`src/rtl/voice_allocator_if.sv`:
```
// Note-event handshake and per-voice output bundle for voice_allocator.
interface voice_allocator_if #(
    parameter int NUM_VOICES = 4
);
    logic                       ev_valid;
    logic                       ev_ready;
    logic                       ev_on;
    logic [6:0]                 ev_note;
    logic                       all_off;
    logic [NUM_VOICES-1:0][6:0] freq;
    logic [NUM_VOICES-1:0]      key_on;
    logic [2:0]                 active_cnt;
    logic                       drop;

    modport master (
        output ev_valid, ev_on, ev_note, all_off,
        input  ev_ready, freq, key_on, active_cnt, drop
    );

    modport slave (
        input  ev_valid, ev_on, ev_note, all_off,
        output ev_ready, freq, key_on, active_cnt, drop
    );
endinterface

```
`src/rtl/voice_allocator.sv`:
```
// Four-voice note allocator: IDLE/SCAN/COMMIT event FSM with LRU ages.
// Optional macro VOICE_STEAL_EN: steal the oldest voice when all are busy.
module voice_allocator #(
    parameter int NUM_VOICES = 4
) (
    input  logic              Clk,
    input  logic              Reset_n,
    voice_allocator_if.slave  bus
);

    typedef enum logic [1:0] {IDLE, SCAN, COMMIT} state_t;
    typedef enum logic [1:0] {ACT_NONE, ACT_ON, ACT_OFF, ACT_DROP} act_t;

    state_t                     state_q, state_d;
    act_t                       act_q, act_d;
    logic                       on_q, on_d;
    logic [6:0]                 note_q, note_d;
    logic [1:0]                 tgt_q, tgt_d;
    logic [NUM_VOICES-1:0]      key_on_q, key_on_d;
    logic [NUM_VOICES-1:0][6:0] freq_q, freq_d;
    logic [NUM_VOICES-1:0][1:0] age_q, age_d;
    logic [2:0]                 cnt_q, cnt_d;
    logic                       drop_c;

    logic [NUM_VOICES-1:0]      hit_v;
    logic [NUM_VOICES-1:0]      free_v;
    logic [NUM_VOICES-1:0]      old_v;

    for (genvar v = 0; v < NUM_VOICES; v++) begin : g_voice
        assign hit_v[v]  = key_on_q[v] && (freq_q[v] == note_q);
        assign free_v[v] = !key_on_q[v];
        assign old_v[v]  = (age_q[v] == 2'd3);
    end

    function automatic logic [1:0] first_idx(input logic [NUM_VOICES-1:0] m);
        logic [1:0] idx;
        idx = '0;
        for (int i = NUM_VOICES - 1; i >= 0; i--) begin
            if (m[i]) idx = 2'(i);
        end
        return idx;
    endfunction

    always_comb begin
        state_d  = state_q;
        act_d    = act_q;
        on_d     = on_q;
        note_d   = note_q;
        tgt_d    = tgt_q;
        key_on_d = key_on_q;
        freq_d   = freq_q;
        age_d    = age_q;
        drop_c   = 1'b0;
        cnt_d    = '0;

        case (state_q)
            IDLE: begin
                if (bus.ev_valid) begin
                    on_d    = bus.ev_on;
                    note_d  = bus.ev_note;
                    state_d = SCAN;
                end
            end
            SCAN: begin
                act_d = ACT_NONE;
                if (on_q) begin
                    if (|hit_v) begin
                        tgt_d = first_idx(hit_v);
                        act_d = ACT_ON;
                    end else if (|free_v) begin
                        tgt_d = first_idx(free_v);
                        act_d = ACT_ON;
                    end else begin
`ifdef VOICE_STEAL_EN
                        tgt_d = first_idx(old_v);
                        act_d = ACT_ON;
`else
                        act_d = ACT_DROP;
`endif
                    end
                end else if (|hit_v) begin
                    tgt_d = first_idx(hit_v);
                    act_d = ACT_OFF;
                end
                state_d = COMMIT;
            end
            COMMIT: begin
                case (act_q)
                    ACT_ON: begin
                        // Retrigger and steal reuse this path; key_on is never dropped.
                        key_on_d[tgt_q] = 1'b1;
                        freq_d[tgt_q]   = note_q;
                        for (int i = 0; i < NUM_VOICES; i++) begin
                            if (2'(i) == tgt_q)
                                age_d[i] = 2'd0;
                            else if (age_q[i] < age_q[tgt_q])
                                age_d[i] = age_q[i] + 2'd1;
                        end
                    end
                    ACT_OFF:  key_on_d[tgt_q] = 1'b0;
                    ACT_DROP: drop_c = 1'b1;
                    default:  ;
                endcase
                state_d = IDLE;
            end
            default: state_d = IDLE;
        endcase

        // Panic overrides any accepted or in-flight event, silently.
        if (bus.all_off) begin
            key_on_d = '0;
            state_d  = IDLE;
            drop_c   = 1'b0;
        end

        for (int i = 0; i < NUM_VOICES; i++)
            cnt_d = cnt_d + {2'b00, key_on_d[i]};
    end

    always_ff @(posedge Clk or negedge Reset_n) begin
        if (!Reset_n) begin
            state_q  <= IDLE;
            act_q    <= ACT_NONE;
            on_q     <= 1'b0;
            note_q   <= '0;
            tgt_q    <= '0;
            key_on_q <= '0;
            freq_q   <= '0;
            cnt_q    <= '0;
            for (int i = 0; i < NUM_VOICES; i++)
                age_q[i] <= 2'(i);
        end else begin
            state_q  <= state_d;
            act_q    <= act_d;
            on_q     <= on_d;
            note_q   <= note_d;
            tgt_q    <= tgt_d;
            key_on_q <= key_on_d;
            freq_q   <= freq_d;
            age_q    <= age_d;
            cnt_q    <= cnt_d;
        end
    end

    assign bus.ev_ready   = (state_q == IDLE);
    assign bus.freq       = freq_q;
    assign bus.key_on     = key_on_q;
    assign bus.active_cnt = cnt_q;
    assign bus.drop       = drop_c;

endmodule
```
`src/flat_wrapper.sv`:
```
// flat-port wrapper written by rule: the top's interface ports become plain ports
module voice_allocator_flat 
#(
    parameter int NUM_VOICES = 4
)
  (Clk, Reset_n, bus_ev_valid, bus_ev_on, bus_ev_note, bus_all_off, bus_ev_ready, bus_freq, bus_key_on, bus_active_cnt, bus_drop);
  voice_allocator_if #(.NUM_VOICES(NUM_VOICES)) bus_i ();
  input  logic Clk;
  input  logic Reset_n;
  input wire logic [$bits(bus_i.ev_valid)-1:0] bus_ev_valid;
  input wire logic [$bits(bus_i.ev_on)-1:0] bus_ev_on;
  input wire logic [$bits(bus_i.ev_note)-1:0] bus_ev_note;
  input wire logic [$bits(bus_i.all_off)-1:0] bus_all_off;
  output wire logic [$bits(bus_i.ev_ready)-1:0] bus_ev_ready;
  output wire logic [$bits(bus_i.freq)-1:0] bus_freq;
  output wire logic [$bits(bus_i.key_on)-1:0] bus_key_on;
  output wire logic [$bits(bus_i.active_cnt)-1:0] bus_active_cnt;
  output wire logic [$bits(bus_i.drop)-1:0] bus_drop;
  assign bus_i.ev_valid = bus_ev_valid;
  assign bus_i.ev_on = bus_ev_on;
  assign bus_i.ev_note = bus_ev_note;
  assign bus_i.all_off = bus_all_off;
  assign bus_ev_ready = bus_i.ev_ready;
  assign bus_freq = bus_i.freq;
  assign bus_key_on = bus_i.key_on;
  assign bus_active_cnt = bus_i.active_cnt;
  assign bus_drop = bus_i.drop;
  voice_allocator #(.NUM_VOICES(NUM_VOICES)) u_core (.Clk(Clk), .Reset_n(Reset_n), .bus(bus_i));
endmodule
```
`config.mk`:
```
export PLATFORM = sky130hd
export DESIGN_NAME = voice_allocator_flat
export DESIGN_NICKNAME = d
export VERILOG_FILES = /design/src/rtl/voice_allocator_if.sv /design/src/rtl/voice_allocator.sv /design/src/flat_wrapper.sv
export SDC_FILE = /design/constraint.sdc
export NUM_CORES = 1
export LEC_CHECK = 0
export CAP_MARGIN = 20
export CORE_MARGIN = 3
export CORE_UTILIZATION = 35
export DETAILED_ROUTE_END_ITERATION = 8
export DONT_BUFFER_PORTS = 1
export SYNTH_ARGS = -nofsm -noshare
export SYNTH_HDL_FRONTEND = slang
export SYNTH_SLANG_ARGS = --single-unit
```
`constraint.sdc`:
```
create_clock -name Clk -period 6 [get_ports Clk]
set_clock_uncertainty 0.2 [all_clocks]
set_input_delay 0.9 -clock Clk [delete_from_list [all_inputs] [get_ports Clk]]
set_output_delay 0.9 -clock Clk [all_outputs]
set_load 0.02 [all_outputs]
```
# --- Yosys cells after proc, flatten, opt, wreduce, memory -nomap -nowiden ---
# Cells that the tools add are included.
totals:
  ff_bits: 49
  in_bits: 12
classes:
  addsub: 3
  magnitude_cmp: 2
  n_eq_ne: 10
  n_mux: 30
  bitwise_logic: 3
  reduce_logical: 17
ops:
  columns: ["operator", "n"]
  rows:
  - ["2-to-1 mux 2 bit", 18]
  - ["bitwise mux 28 bit", 1]
  - ["== test 7 bit", 4]
  - ["demux 7 bit (select 2 bit)", 1]
  - ["2-to-1 mux 4 bit", 2]
  - ["case mux 4 bit (2 select lines)", 1]
  - ["OR reduction 4 bit", 2]
  - ["2-to-1 mux 7 bit", 1]
  - ["adder 3 x 1 -> 3 bit", 2]
  - ["== test 2 bit, second input constant", 3]
  - ["logical AND 1 bit", 5]
  - ["bitwise AND 4 bit", 1]
  - ["== test 2 x 1 -> 1 bit, second input constant", 2]
  - ["zero test 1 bit", 4]
  - ["2-to-1 mux 1 bit", 4]
  - ["inverter 4 bit", 1]
  - ["bitwise OR 4 bit", 1]
  - ["case mux 2 bit (2 select lines)", 1]
  - ["AND reduction 2 bit", 2]
  - ["nonzero test 2 bit", 2]
  - ["less-than comparator 2 x 3 -> 1 bit, second input constant", 1]
  - ["inequality test 3 bit, second input constant", 1]
  - ["AND reduction 3 bit", 1]
  - ["adder 1 x 1 -> 2 bit", 1]
  - ["3 further kinds", 3]

# --- Depth between registers and ports, before layout ---
# Gate-level depths: netlist of run 1.
logic_depth:
  word_depth: 12
  depth_mapped: 11
  ltp_nobuf: 11

# --- Least setup slack after synthesis of run 1 ---
# OpenSTA, ideal clock, no wires.
synth_timing:
  path_type: "in2out"
  startpoint: "input bus_all_off"
  endpoint: "output bus_drop"
  arrival_ps: 1602
  required_ps: 4900
  setup_slack_ps: 3298
  path_stages: 1
  cell_sequence: "nor4bb_1"
synth_via:
  elab_chain_cells: 1
synth_lines:
  columns: ["element", "line", "text"]
  rows:
  - ["from (decl)", "flat_wrapper.sv:13", "input wire logic [$bits(bus_i.all_off)-1:0] bus_all_off;"]
  - ["2-to-1 mux 1 bit", "voice_allocator.sv:110", "if (bus.all_off) begin"]
  - ["to (decl)", "flat_wrapper.sv:18", "output wire logic [$bits(bus_i.drop)-1:0] bus_drop;"]
# Every way passes these cells.

# --- Worst setup path after layout of run 1 ---
layout_timing:
  startpoint: "register u_core.act_q[0]"
  endpoint: "register u_core.cnt_q[1], in the netlist u_core.bus.active_cnt[1]"
layout_via:
  elab_chain_cells: 7
  word_cells_on_any_way: 8
  cone_classes: "3 x add/sub; 2 x eq/ne; 3 x mux"
layout_lines:
  columns: ["element", "line", "text"]
  rows:
  - ["from (decl)", "voice_allocator.sv:15", "act_t act_q, act_d;"]
  - ["from (signal assigned)", "voice_allocator.sv:134", "act_q <= act_d;"]
  - ["== test 2 bit or == test 2 x 1 -> 1 bit (tied branches)", null, null]
  - ["case mux 4 bit (2 select lines) (*)", "voice_allocator.sv:88", "case (act_q)"]
  - ["2-to-1 mux 4 bit (*)", "voice_allocator.sv:56", "case (state_q)"]
  - ["2-to-1 mux 4 bit (*)", "voice_allocator.sv:110", null]
  - ["via u_core.key_on_d[0]", "voice_allocator.sv:19", "logic [NUM_VOICES-1:0] key_on_q, key_on_d;"]
  - ["adder 1 x 1 -> 2 bit (*)", "voice_allocator.sv:117", "cnt_d = cnt_d + {2'b00, key_on_d[i]};"]
  - ["adder 3 x 1 -> 3 bit (*) (2 in a row)", "voice_allocator.sv:117", null]
  - ["via u_core.cnt_d[1]", "voice_allocator.sv:22", "logic [2:0] cnt_q, cnt_d;"]
  - ["to (signal assigned)", "voice_allocator.sv:141", "cnt_q <= cnt_d;"]
  - ["to (decl)", "voice_allocator.sv:22", null]
# The timed path passes the listed nets; every way through them passes the cells marked *.
# A chain may end at the register's enable or synchronous reset.

==> results of run 1 <==
==> layout make-up <==
cell class	instances	share of cell area, %
clock buffer	5	2.62
clock inverter	2	0.620
inverter	8	1.14
multi-input combinational	146	44.3
sequential	49	46.7
tap	96	4.58
==> flip-flops by register name, summed over array words and instances (netlist names) <==
register / flops
u_core.note_q: 7
u_core.on_q: 1
u_core.bus.active_cnt: 3
u_core.act_q: 2
u_core.state_q: 2
u_core.tgt_q: 2
u_core.bus.freq: 28
u_core.bus.key_on: 4
==> cell usage after synthesis (3+ instances only) <==
master / number
dfrtp_1: 49
mux2_1: 4
mux2_2: 31
buf_6: 4
a21oi_1: 6
nor2_1: 12
xnor2_1: 28
ha_1: 5
nand2_1: 19
nand2b_1: 3
o21ai_0: 8
buf_4: 3
inv_1: 8
nand4_1: 6
nor3_1: 3
==> routing by layer <==
metal / wire length (um) / part of all wire [%] / track usage [%]
met1: 2160 / 44 / 15.0
met2: 2290 / 47 / 21.0
met3: 374 / 7.7 / 4.92
met4: 58 / 1.2 / 3.83
met5: 0 / 0 / 0
==> per-stage QoR <==
stage / instances / setup slack (ps)
after floorplan: 212 / 3300
after global placement: 299 / 3220
after detailed placement: 299 / 3140
after CTS: 306 / 3110
after global routing: 306 / 2940
final: 306 / 3120
==> cell families after synthesis <==
logic type	count (synthesis)
adder cells (fa/ha/maj)	6
flip-flops	49
multiplexers	38
XOR/XNOR	28
AO/OA/AOI/OAI	19
AND/OR/NAND/NOR	55
buffers and inverters	17
==> path summary, 6_finish.rpt <==
kind	endpoint	slack (ps)
min in group Clk	u_core.act_q[0]	350
setup reg to reg	u_core.bus.active_cnt[1]	3120
max in group asynchronous	u_core.bus.key_on[0]	5440
hold reg to reg	u_core.act_q[0]	350
setup / recovery	u_core.bus.active_cnt[1]	3120
hold / removal	u_core.bus.freq[13]	80
==> report_power, final <==
| part | leakage [nW] | switching (W) | internal (W) |
|---|---|---|---|
| logic | 0.395 | 0.0000346 | 0.0000617 |
| registers | 0.655 | 0.0000900 | 0.000365 |
| clock network | 0.0402 | 0.000109 | 0.0000805 |
| total | 1.09 | 0.000234 | 0.000507 |
==> critical path: stages (launching register included) <==
cell,delay (ps)
dfrtp_1,400
inv_1,60
ha_1,300
or3b_2,520
nor3_1,150
o21ai_0,100
a21oi_1,220
ha_1,150
inv_1,40
fa_1,350
inv_1,60
ha_1,220
==> qor.txt, run 1 <==
Async SR Flop Fraction: 100%
drt initial violations: 62
core box area: 6870 um2
Layout area overhead: 5.22%
Synthesis Warnings: 0
share of layout cells above drive strength 1: 21.4%
largest family of logic cells by synthesized area: multiplexers
RR Startpoint: u_core.act_q[0]
Max Root-Sink Buffers: 2
largest area contributor in the netlist: dfrtp_1
XOR/XNOR share of the synthesized area: 9.83%
Final nets: 228
Clk Latency, worst-skew pair: 300 ps
total track usage: 12.6%
detailed-route via count: 1459
FF/Latch Area: 1230 um2
design area: 2620 um2
slew margin rel.: 41.1%
post-layout minimum cycle time: 2880 ps
clock tree sinks: 49
root buffer cell: clkbuf_8
actual slew at the worst max-slew pin: 872 ps
Placer Congestion: 0.799
mux cell area share after synthesis: 17.2%
CTS tree: done
Crit. Startpoint: u_core.act_q[0]
grt ovf: 0
status: completed
largest net degree at the start of global routing: 50
top-area cell type share of the netlist area: 49.2%
die area: 8170 um2
most common cell after layout, fill and taps aside: dfrtp_1
Die Width: 90.4 um
Filler cells: 683
diode count: 0
Synth Net Count: 230
critical path capture point type: flop
Post-synth EDFFs: 0
simple-gate share of the synthesized area: 11.9%
Finished Core Util: 38.2%
post-synthesis instance total: 212
CP Max Fanout: 4
post-CTS sizing: 0
effective utilization at floorplan: 36.3%
Die Ht: 90.4 um
CP arrival: 2860 ps
drt total wl: 4890 um
mapped cell area: 2490 um2
DP HPWL: 3630 um
R2R cell count: 11
worst vdd ir: 175 uV
initial antenna violation count: 0
max-cap violation count: 0
Via density: 4.77
Hold Buf Count CTS: 0
fmax: 348 MHz
Setup crit start kind: flop
min-delay worst type: input port to asynchronous set/reset pin
Final setup viols: 0
first-pass GRT wire length: 8130 um
CTS Buf Count: 5
Std-Cell Rows: 30
I/O Buffers: 0
Synth Register Bits: 49
Required @ worst endpoint: 5980 ps
top area cells in the synthesized netlist: dfrtp_1 (49%), mux2_2 (14%), xnor2_1 (9.8%), nand2_1 (2.9%), ha_1 (2.5%)
total setup buffers inserted after CTS: 0
RSZ-0062 raised after global routing: no
antenna viol nets, final: 0
DRT Pass-1 Iters: 3
most frequent cells in the layout: dfrtp_1 (49), mux2_2 (31), xnor2_1 (28)
Main synth FF type: dfrtp_1
post-synthesis adder-cell area fraction: 3.31%
total design power: 0.000741 W
Yosys cell types: 35
Ports: 49
multi-input logic area: 1160 um2
Remaining DRCs: 0
Power Dens Cells: 283 nW/um2
CTS H-tree lvls: 2
Worst-path clk slew: 90 ps
total negative slack: 0 ps
Area after DPL: 2540 um2
Max Slew Vio Count: 0
vias in the first global route: 1532
leak pwr: 1.09 nW
Tcrit/Tclk final: 48.0%
Synth Area in Compound Gates: 4.32%
post-DR wirelength/cell: 16.0 um
Fin Hold WS: 80.9 ps
synthesized area per cell: 11.8 um2
Crit Path Category: flop to flop
final hold vios: 0
register area share after synthesis: 49.2%
(Power assumes the default switching activity.)
==> run 2, diff against run 1 <==
==> constraint.sdc (replaced) <==
create_clock -name Clk -period 2.9 [get_ports Clk]
set_clock_uncertainty 0.2 [all_clocks]
set_input_delay 0.435 -clock Clk [delete_from_list [all_inputs] [get_ports Clk]]
set_output_delay 0.435 -clock Clk [all_outputs]
set_load 0.02 [all_outputs]
==> run 2 against run 1 <==
  * Design area rose by 3.0%
  * Sequential power rose by 110%
  * Highest routed layer unchanged
  * Setup slack got worse by 2900 ps
  * Global-route usage rose by 0.48 points
  * Sequential share of layout area fell by 1.3 points
  * Die area did not move
  * Final cell count rose by 2.0%
  * First-iteration DRC count did not move
  * Largest power group unchanged
  * Flip-flop and latch count did not move
  * Non-clock buffer count rose by 6
==> qor.txt, run 2 (same netlist as run 1, synthesis figures left out) <==
Filler cells: 701 (+2.6%)
post-layout minimum cycle time: 2730 ps (-150 ps)
detailed-route via count: 1504 (+3.1%)
status: completed
clock tree sinks: 49 (unchanged)
critical-path cell list: ha_1 -> or3b_4 -> nor2_1 -> o21ai_0 -> a21oi_1 -> ha_1 -> inv_1 -> fa_1 -> inv_1 -> ha_1
drt initial violations: 62 (unchanged)
antenna viol nets, final: 0 (unchanged)
Worst-path clk slew: 90 ps (about the same)
Crit Path Category: flop to flop
most frequent cells in the layout: dfrtp_1 (49), mux2_2 (31), xnor2_1 (28)
most common cell after layout, fill and taps aside: dfrtp_1
fmax: 367 MHz (+5.5%)
I/O Buffers: 0 (unchanged)
design area: 2700 um2 (+3.0%)
Area after DPL: 2550 um2 (+0.59%)
total negative slack: 0 ps (unchanged)
DRT Pass-1 Iters: 4 (+1)
DP HPWL: 3610 um (-0.51%)
diode count: 0 (unchanged)
Setup crit start kind: flop
total track usage: 13.1% (+0.48 points)
max reg flops: 28 (unchanged)
final hold vios: 0 (unchanged)
CP Max Fanout: 4 (unchanged)
die area: 8170 um2 (unchanged)
Finished Core Util: 39.3% (+1.1 points)
vias in the first global route: 1603 (+4.6%)
CP arrival: 2720 ps (-140 ps)
leak pwr: 1.13 nW (+4.0%)
Hold Path Sink: u_core.on_q
FF/Latch Area: 1230 um2 (unchanged)
first-pass GRT wire length: 8490 um (+4.4%)
multi-input logic area: 1170 um2 (+0.65%)
actual slew at the worst max-slew pin: 640 ps (-233 ps)
Final setup viols: 0 (unchanged)
largest net degree at the start of global routing: 50 (unchanged)
Layout area overhead: 8.33%
Via density: 4.82 (+1.1%)
CP max stage delay: 430 ps (-90 ps)
Tcrit/Tclk final: 94.0% (+46 points)
Max Root-Sink Buffers: 2 (unchanged)
grt ovf: 0 (unchanged)
NetSw: 0.000507 W (+120%)
most frequent cell on the critical path: ha_1
setup slack, reg-to-reg: 170 ps (-2950 ps)
root buffer cell: clkbuf_8
slew margin rel.: 57.2% (+16 points)
clock share of power: 25.4% (-0.2 points)
min-delay worst type: input port to flop
CTS tree: done
Die Width: 90.4 um (unchanged)
Critical Path Slowest Stage Cell: dfrtp_1
Fin Hold WS: 52.8 ps (-28.2 ps)
switching share of total power: 32.4% (+0.81 points)
reg2reg end: u_core.bus.active_cnt[1]
Placer Congestion: 0.787 (-1.5%)
hold path startpoint: bus_ev_on
CTS H-tree lvls: 2 (unchanged)
Die Ht: 90.4 um (unchanged)
Clk Latency, worst-skew pair: 300 ps (about the same)
effective utilization at floorplan: 36.3% (unchanged)
Required @ worst endpoint: 2890 ps (-3090 ps)
initial antenna violation count: 0 (unchanged)
Ports: 49 (unchanged)
Logic pwr share: 14.5% (+1.5 points)
Max Slew Vio Count: 0 (unchanged)
core box area: 6870 um2 (unchanged)
Power Dens Cells: 580 nW/um2 (+110%)
RSZ-0062 raised after global routing: no
RR Startpoint: u_core.act_q[1]
Int Pwr: 0.00106 W (+110%)
share of layout cells above drive strength 1: 23.1% (+1.7 points)
max-cap violation count: 0 (unchanged)
Final nets: 234 (+2.6%)
total design power: 0.00157 W (+110%)
R2R cell count: 10 (-1)
worst vdd ir: 316 uV (+81%)
CTS Buf Count: 5 (unchanged)
Remaining DRCs: 0 (unchanged)
sequential share of power: 60.0% (-1.4 points)
Std-Cell Rows: 30 (unchanged)
drt total wl: 4990 um (+2.2%)
post-DR wirelength/cell: 16.0 um (+0.25%)
hold path depth: 2
critical path capture point type: flop
-- run 2: cell type report --
| class | count | area share, % |
|---|---|---|
| clock buffers | 5 | 2.55 |
| clock inverters | 2 | 0.602 |
| inverters | 8 | 1.11 |
| repair buffers | 6 | 2.59 |
| flip-flops and latches | 49 | 45.4 |
| multi-input cells | 146 | 43.3 |
| well taps | 96 | 4.45 |
-- run 2: worst max-delay path by stage --
stage               startpoint                       end  slack [ps]  cells after the start
2_1_floorplan  u_core.act_q[0]  u_core.bus.active_cnt[1]         220                     11
3_3_place_gp   u_core.act_q[1]  u_core.bus.active_cnt[1]         150                     10
3_5_place_dp   u_core.act_q[1]  u_core.bus.active_cnt[1]          90                     10
6_report       u_core.act_q[1]  u_core.bus.active_cnt[1]         170                     10
5_1_grt        u_core.act_q[1]  u_core.bus.active_cnt[1]          40                     10
4_1_cts        u_core.act_q[1]  u_core.bus.active_cnt[1]          60                     10
-- run 2: what timing repair did --
item | 4_1_cts | 5_1_grt
setup endpoints to repair | 0 | 2
buffers inserted | 0 | 1
hold endpoints to repair | 54 | 0
gates resized for setup | 0 | 2
hold buffers | 3 | 0
-- run 2: power by group through the flow --
stage          Clock, W  Sequential, W  Combinational [W]
6_report       0.000398       0.000941           0.000228
4_1_cts        0.000415       0.000945           0.000230
5_1_grt        0.000440       0.000960           0.000258
3_3_place_gp          0       0.000957           0.000203
3_5_place_dp          0       0.000959           0.000208
2_1_floorplan         0       0.000890           0.000240
-- run 2: per-layer routing --
layer,GRT usage [%],up-vias,part of all wire (%),wire length (um)
met2,21.8,44,47,2340
met5,0,-,0,0
met3,4.67,5,7.6,381
li1,-,726,-,-
met4,3.83,0,1.0,51
met1,15.8,729,44,2220
-- run 2: worst max-delay path, delay by kind of cell, from the launching register on --
family / cells / cell delay [ps]
buffers and inverters: 2 / 110
and+or+nand+nor: 2 / 550
adders and majority gates: 4 / 1020
DFF: 1 / 430
AOI/OAI and AO/OA: 2 / 290
-- run 2: metrics by stage --
step	std cells	worst slack, ps
detailed placement	301	87.2
global route	312	43.3
CTS	311	64.8
finish	312	173
global placement	301	152
floorplan	212	219
